### config.mk
export PLATFORM = sky130hd
export DESIGN_NAME = pow2_seq_ctrl
export DESIGN_NICKNAME = d
export VERILOG_FILES = /design/src/rtl/pow2_pkg.sv /design/src/rtl/pow2_stats.sv /design/src/rtl/pow2_seq_ctrl.sv
export SDC_FILE = /design/constraint.sdc
export NUM_CORES = 1
export LEC_CHECK = 0
export ABC_AREA = 1
export CORE_AREA = 2 2 49 51
export DETAILED_ROUTE_END_ITERATION = 7
export DIE_AREA = 0 0 51 53
export PLACE_DENSITY_LB_ADDON = 0.12
export SKIP_LAST_GASP = 1
export SYNTH_ARGS = -nofsm -noshare
export SYNTH_HDL_FRONTEND = slang
export SYNTH_SLANG_ARGS = --single-unit
### constraint.sdc
create_clock -name clk -period 2.7 [get_ports clk]
set_clock_uncertainty 0.15 [all_clocks]
set_input_delay 0.675 -clock clk [delete_from_list [all_inputs] [get_ports clk]]
set_output_delay 0.675 -clock clk [all_outputs]
set_load 0.01 [all_outputs]
### src/rtl/pow2_pkg.sv
// Shared types and constants for the power-of-two sequential checker.
package pow2_pkg;

  localparam int POW2_W_DEFAULT = 8;

  typedef enum logic [1:0] {
    IDLE  = 2'd0,
    SHIFT = 2'd1,
    DONE  = 2'd2
  } state_t;

endpackage

### src/rtl/pow2_stats.sv
// Retired-result counters for pow2_seq_ctrl; only instantiated when
// POW2_SEQ_STATS_EN is defined.
module pow2_stats (
  input  logic        clk,
  input  logic        rst,
  input  logic        retire,
  input  logic        hit,
  output logic [15:0] tot_cnt,
  output logic [15:0] hit_cnt
);

  // Both counters wrap naturally at 2^16.
  always_ff @(posedge clk or posedge rst) begin
    if (rst) begin
      tot_cnt <= '0;
      hit_cnt <= '0;
    end else if (retire) begin
      tot_cnt <= tot_cnt + 16'd1;
      if (hit) hit_cnt <= hit_cnt + 16'd1;
    end
  end

endmodule

### src/rtl/pow2_seq_ctrl.sv
// Sequential power-of-two / trailing-zero checker with valid/ready handshakes.
// Define POW2_SEQ_STATS_EN to add the tot_cnt/hit_cnt statistics outputs.
module pow2_seq_ctrl
  import pow2_pkg::*;
#(
  parameter int W  = POW2_W_DEFAULT,
  localparam int LW = $clog2(W)
) (
  input  logic          clk,
  input  logic          rst,
  input  logic          in_valid,
  output logic          in_ready,
  input  logic [W-1:0]  in_data,
  output logic          out_valid,
  input  logic          out_ready,
  output logic          out_is_pow2,
  output logic [LW-1:0] out_log2,
  output logic          busy
`ifdef POW2_SEQ_STATS_EN
  ,
  output logic [15:0]   tot_cnt,
  output logic [15:0]   hit_cnt
`endif
);

  state_t        state;
  logic [W-1:0]  sr;
  logic [LW-1:0] idx;

  assign in_ready = (state == IDLE);
  assign busy     = (state != IDLE);

  // NOTE: all state uses non-blocking assignments so every register samples
  // the pre-edge values of its neighbours, independent of statement order.
  always_ff @(posedge clk or posedge rst) begin
    if (rst) begin
      state       <= IDLE;
      sr          <= '0;
      idx         <= '0;
      out_valid   <= 1'b0;
      out_is_pow2 <= 1'b0;
      out_log2    <= '0;
    end else begin
      case (state)
        IDLE: begin
          if (in_valid) begin
            sr    <= in_data;
            idx   <= '0;
            state <= SHIFT;
          end
        end
        SHIFT: begin
          if (sr == '0) begin
            out_is_pow2 <= 1'b0;
            out_log2    <= '0;
            out_valid   <= 1'b1;
            state       <= DONE;
          end else if (sr[0]) begin
            // First set bit found: idx is the trailing-zero count, at most W-1.
            out_is_pow2 <= (sr == W'(1));
            out_log2    <= idx;
            out_valid   <= 1'b1;
            state       <= DONE;
          end else begin
            sr  <= sr >> 1;
            idx <= idx + LW'(1);
          end
        end
        DONE: begin
          if (out_ready) begin
            out_valid   <= 1'b0;
            out_is_pow2 <= 1'b0;
            out_log2    <= '0;
            state       <= IDLE;
          end
        end
        default: state <= IDLE;
      endcase
    end
  end

`ifdef POW2_SEQ_STATS_EN
  pow2_stats u_stats (
    .clk     (clk),
    .rst     (rst),
    .retire  (out_valid & out_ready),
    .hit     (out_is_pow2),
    .tot_cnt (tot_cnt),
    .hit_cnt (hit_cnt)
  );
`endif

endmodule
Word-level counts from Yosys, hierarchy flattened
Index checks and enable logic that the tools add are counted.
- register bits after elaboration: 18
- input port bits: 12
- output and inout bits: 7
- equality and inequality tests: 8
- reductions and logical operators: 9
- $add $sub $neg: 1
- mux-type cells: 24
- operator list (kind ; count):
    2-to-1 mux 8 bit ; 3
    2-to-1 mux 3 bit ; 6
    one-hot mux 8 bit (2 select lines) ; 1
    one-hot mux 3 bit (2 select lines) ; 2
    AND reduction 3 bit ; 3
    == test 8 x 1 -> 1 bit, second input constant ; 1
    zero test 8 bit ; 1
    2-to-1 mux 2 bit ; 4
    != test 2 bit, second input constant ; 4
    one-hot mux 2 bit (3 select lines) ; 1
    nonzero test 2 bit ; 3
    2-to-1 mux 1 bit ; 5
    one-hot mux 1 bit (2 select lines) ; 2
    AND reduction 4 bit ; 1
    adder 3 x 1 -> 3 bit, second input constant ; 1
    != test 3 bit, second input constant ; 1
    == test 2 x 1 -> 1 bit, second input constant ; 1
    == test 2 bit, second input constant ; 1
    zero test 2 bit ; 1

Logic depth before layout (Yosys ltp)
- depth in word-level cells: 4
- gate-level depth with buffers: 8

Worst setup path before layout
Ideal clock, no wire load.
- path type: reg2out
- from: register state[0]
- to: output busy
- cell stages (with the launch flop): 3
- buffers on the path: 0
- slack: 1175 ps
- required time: 1875 ps
- arrival: 700 ps
- path through: dfrtp_1 > nor2_2 > inv_1
- word-level cells in the longest chain between the ends: 1
- ends and longest elaborated chain (element ; RTL line ; RTL):
    from (decl) ; pow2_seq_ctrl.sv:26 ; state_t state;
    from (signal assigned) ; pow2_seq_ctrl.sv:37 ; state <= IDLE;
    from (signal assigned) ; pow2_seq_ctrl.sv:49 ; state <= SHIFT;
    from (signal assigned) ; pow2_seq_ctrl.sv:57 ; state <= DONE;
    nonzero test 2 bit ; pow2_seq_ctrl.sv:31 ; assign busy = (state != IDLE);
    to (decl) ; pow2_seq_ctrl.sv:18 ; output logic busy
Every way passes these cells.

Worst setup path after layout
- from: register state[0]
- to: output in_ready
- word-level cells in the longest chain between the ends: 1
- ends and longest elaborated chain (element ; RTL line ; RTL):
    zero test 2 bit ; pow2_seq_ctrl.sv:30 ; assign in_ready = (state == IDLE);
    to (decl) ; pow2_seq_ctrl.sv:12 ; output logic in_ready,
Every way passes these cells.

==> flow_metrics.py <==
metrics = {
    "outcome": {
        "status": "complete, no violations",
    },
    "synth": {
        "yosys.area.top_type": "dfrtp_1",
        "synth_ff_type": "dfrtp_1",
        "synthAdderAreaFrac_pct": 1.21,
        "synth_area_um2": 1030,
        "ys_ff_latch": 18,
        "ys_seq_area_share_pct": 43.7,
        "synth_fp_nets": 149,
        "async_reset_ff_share_pct": 100,
        "ys_warn_count": 0,
        "synth_mux_area_share_pct": 0,
        "synth_compound_area_share_pct": 4.13,
        "avgSynthCellArea_um2": 7.58,
        "synth_top_family_by_area": "simple AND/OR/NAND/NOR gates",
        "synth_edf_count": 0,
        "synth.distinct_cells": 19,
        "synth_simple_gate_area_share_pct": 41.1,
        "yosys.area.top_type_share_pct": 43.7,
        "synth_most_common_cell": "nand2_1",
        "synth_xor_area_share_pct": 0,
        "netlist_top_cells_area": "dfrtp_1, nand2_1, nand4_1",
        "netlist_instances": 136,
        "synthTopCellsByCount": "nand2_1, dfrtp_1, nand3_1",
    },
    "final_layout": {
        "area_delta_synth_final_pct": 20.3,
        "fin_area_um2": 1240,
        "antenna_cells": 0,
        "fin_nets": 168,
        "drive_gt1_share_pct": 11.0,
    },
    "global_routing": {
        "overflow": 0,
        "grt_use_total_pct": 20.3,
        "grt_pass1_vias": 902,
        "antenna_found_initial": 0,
        "grt_max_degree": 19,
        "grt_first_pass_wirelength_mm": 4.04,
    },
    "floorplan": {
        "core_area_um2": 2150,
        "die_area_um2": 2700,
        "dieHeight_um": 53,
        "start_util_pct": 48.0,
        "pin_count": 19,
        "rows": 17,
        "fp.dieW_um": 51,
    },
    "critical_path": {
        "worstSetupEndpointType": "output port",
        "critPathKind": "flip-flop to output port",
        "required_ps": 1880,
        "crit_path_start_kind": "flip-flop",
        "arrival_ps": 1450,
        "path_max_fanout": 3,
    },
    "detailed_routing": {
        "drt.antenna.violating_nets": 0,
        "drc": 0,
        "drt_iter0_drc": 15,
        "num_vias": 935,
        "avgViaCountPerCell": 5.14,
        "first_pass_iters": 4,
        "wl_per_cell_um": 12.8,
        "wl_mm": 2.33,
    },
    "clock_tree": {
        "cts_tree": "yes",
        "clock_latency_ps": 300,
        "cts_setup_buffers": 0,
        "cts_sinks": 18,
        "clkTransAtPathRegs_ps": 110,
        "cts_buffers": 3,
        "htreeDepth": 1,
        "cts-root-buf": "clkbuf_4",
        "hold_buffers": 0,
        "clock_path_buffers": 2,
        "cts_resized": 0,
    },
    "sta": {
        "finalSetupViolations": 0,
        "worst_pin_slew_ps": 712,
        "final_max_slew_viol_count": 0,
        "fin_crit_sh_pct": 84.2,
        "fmax_mhz": 440,
        "rsz0062_at_grt": "false",
        "final.min_clock_period_ps": 2270,
        "finalSetupTns_ps": 0,
        "hold_ws_ps": 392,
        "slew_headroom_pct": 52.5,
        "finalHoldViolations": 0,
    },
    "power_and_ir_drop": {
        "p_sw_share_pct": 45.1,
        "p_sw_uw": 603,
        "p_clk_share_pct": 13.0,
        "p_int_uw": 733,
        "seq_power_share_pct": 35.3,
        "ir_drop_uv": 604,
        "p_per_area_nw_per_um2": 1080,
        "combPwrFrac_pct": 51.7,
        "p_leak_uw": 0.000647,
    },
    "place": {
        "place.gp.congestion": 0.776,
        "placed_area_um2": 1200,
        "io_buffer_count": 18,
        "hpwl_mm": 1.65,
    },
    "run": {
        "max-cap-violations": 0,
    },
    "min_path": {
        "min-delay-path-class": "flip-flop to flip-flop",
    },
}
routing by layer:
metal  wire [µm]  vias up  GRT usage, %  part of all wire, %
li1            -      479             -                    -
met1        1090      434          25.6                   47
met2        1140       22          35.7                   49
met3          96        0          5.08                  4.1
met4           0        0          2.70                    0
met5           0        -             0                    0
per-stage QoR:
stage          setup WS, ps  std cells  power [µW]  util [%]
2_1_floorplan          1170        136         987         -
3_3_place_gp            739        178        1150      56.0
3_5_place_dp            725        178        1160      56.0
4_1_cts                 412        182        1340      57.7
5_1_grt                 363        182        1460      57.7
6_report                425        182        1340      57.7
flip-flops by register name, summed over array words and instances, names as in the netlist:
| signal | count |
|---|---|
| idx | 3 |
| sr | 8 |
| out_valid | 1 |
| state | 2 |
| out_is_pow2 | 1 |
| out_log2 | 3 |
path summary, 6_finish.rpt:
kind | cells after the start | slack [ps] | end | start
max | 2 | 430 | in_ready | state[0]
min | 2 | 390 | out_log2[2] | out_log2[2]
max reg2reg | 6 | 1210 | out_log2[0] | state[0]
min reg2reg | 2 | 390 | out_log2[2] | out_log2[2]
max in group asynchronous | 2 | 1330 | idx[2] | rst
min in group asynchronous | 2 | 620 | sr[0] | rst
layout by cell type, fill, tap and decap left out, drive strengths merged:
cell / instances
o21ai: 7
inv: 13
nand3: 15
dfrtp: 18
clkbuf: 4
buf: 1
clkdlybuf4s50: 18
o211ai: 1
nand4: 11
nand2: 51
ha: 1
nor3b: 1
nor2: 13
cell type report:
cell class	count	area, µm²
repair buffers	19	188
inverters	13	51.3
well taps	28	35.0
fillers	193	908
flip-flops and latches	18	450
multi-input cells	100	479
clock buffers	4	36.3
power groups by stage:
| stage | Combinational, µW | Clock, µW | Sequential, µW |
|---|---|---|---|
| after floorplan | 519 | 0 | 468 |
| after global placement | 675 | 0 | 472 |
| after detailed placement | 690 | 0 | 475 |
| after CTS | 695 | 179 | 469 |
| after global routing | 791 | 187 | 484 |
| final | 691 | 173 | 471 |
worst max-delay path: stages, from the launching register on:
cell	delay, ps
dfrtp_1	450
nor2_2	160
clkdlybuf4s50_1	550
cells by family after synthesis:
logic type,count (synthesis)
AOI/OAI and AO/OA,8
buffers and inverters,18
and+or+nand+nor,91
DFF,18
adders and majority gates,1
(Power assumes the default switching activity.)
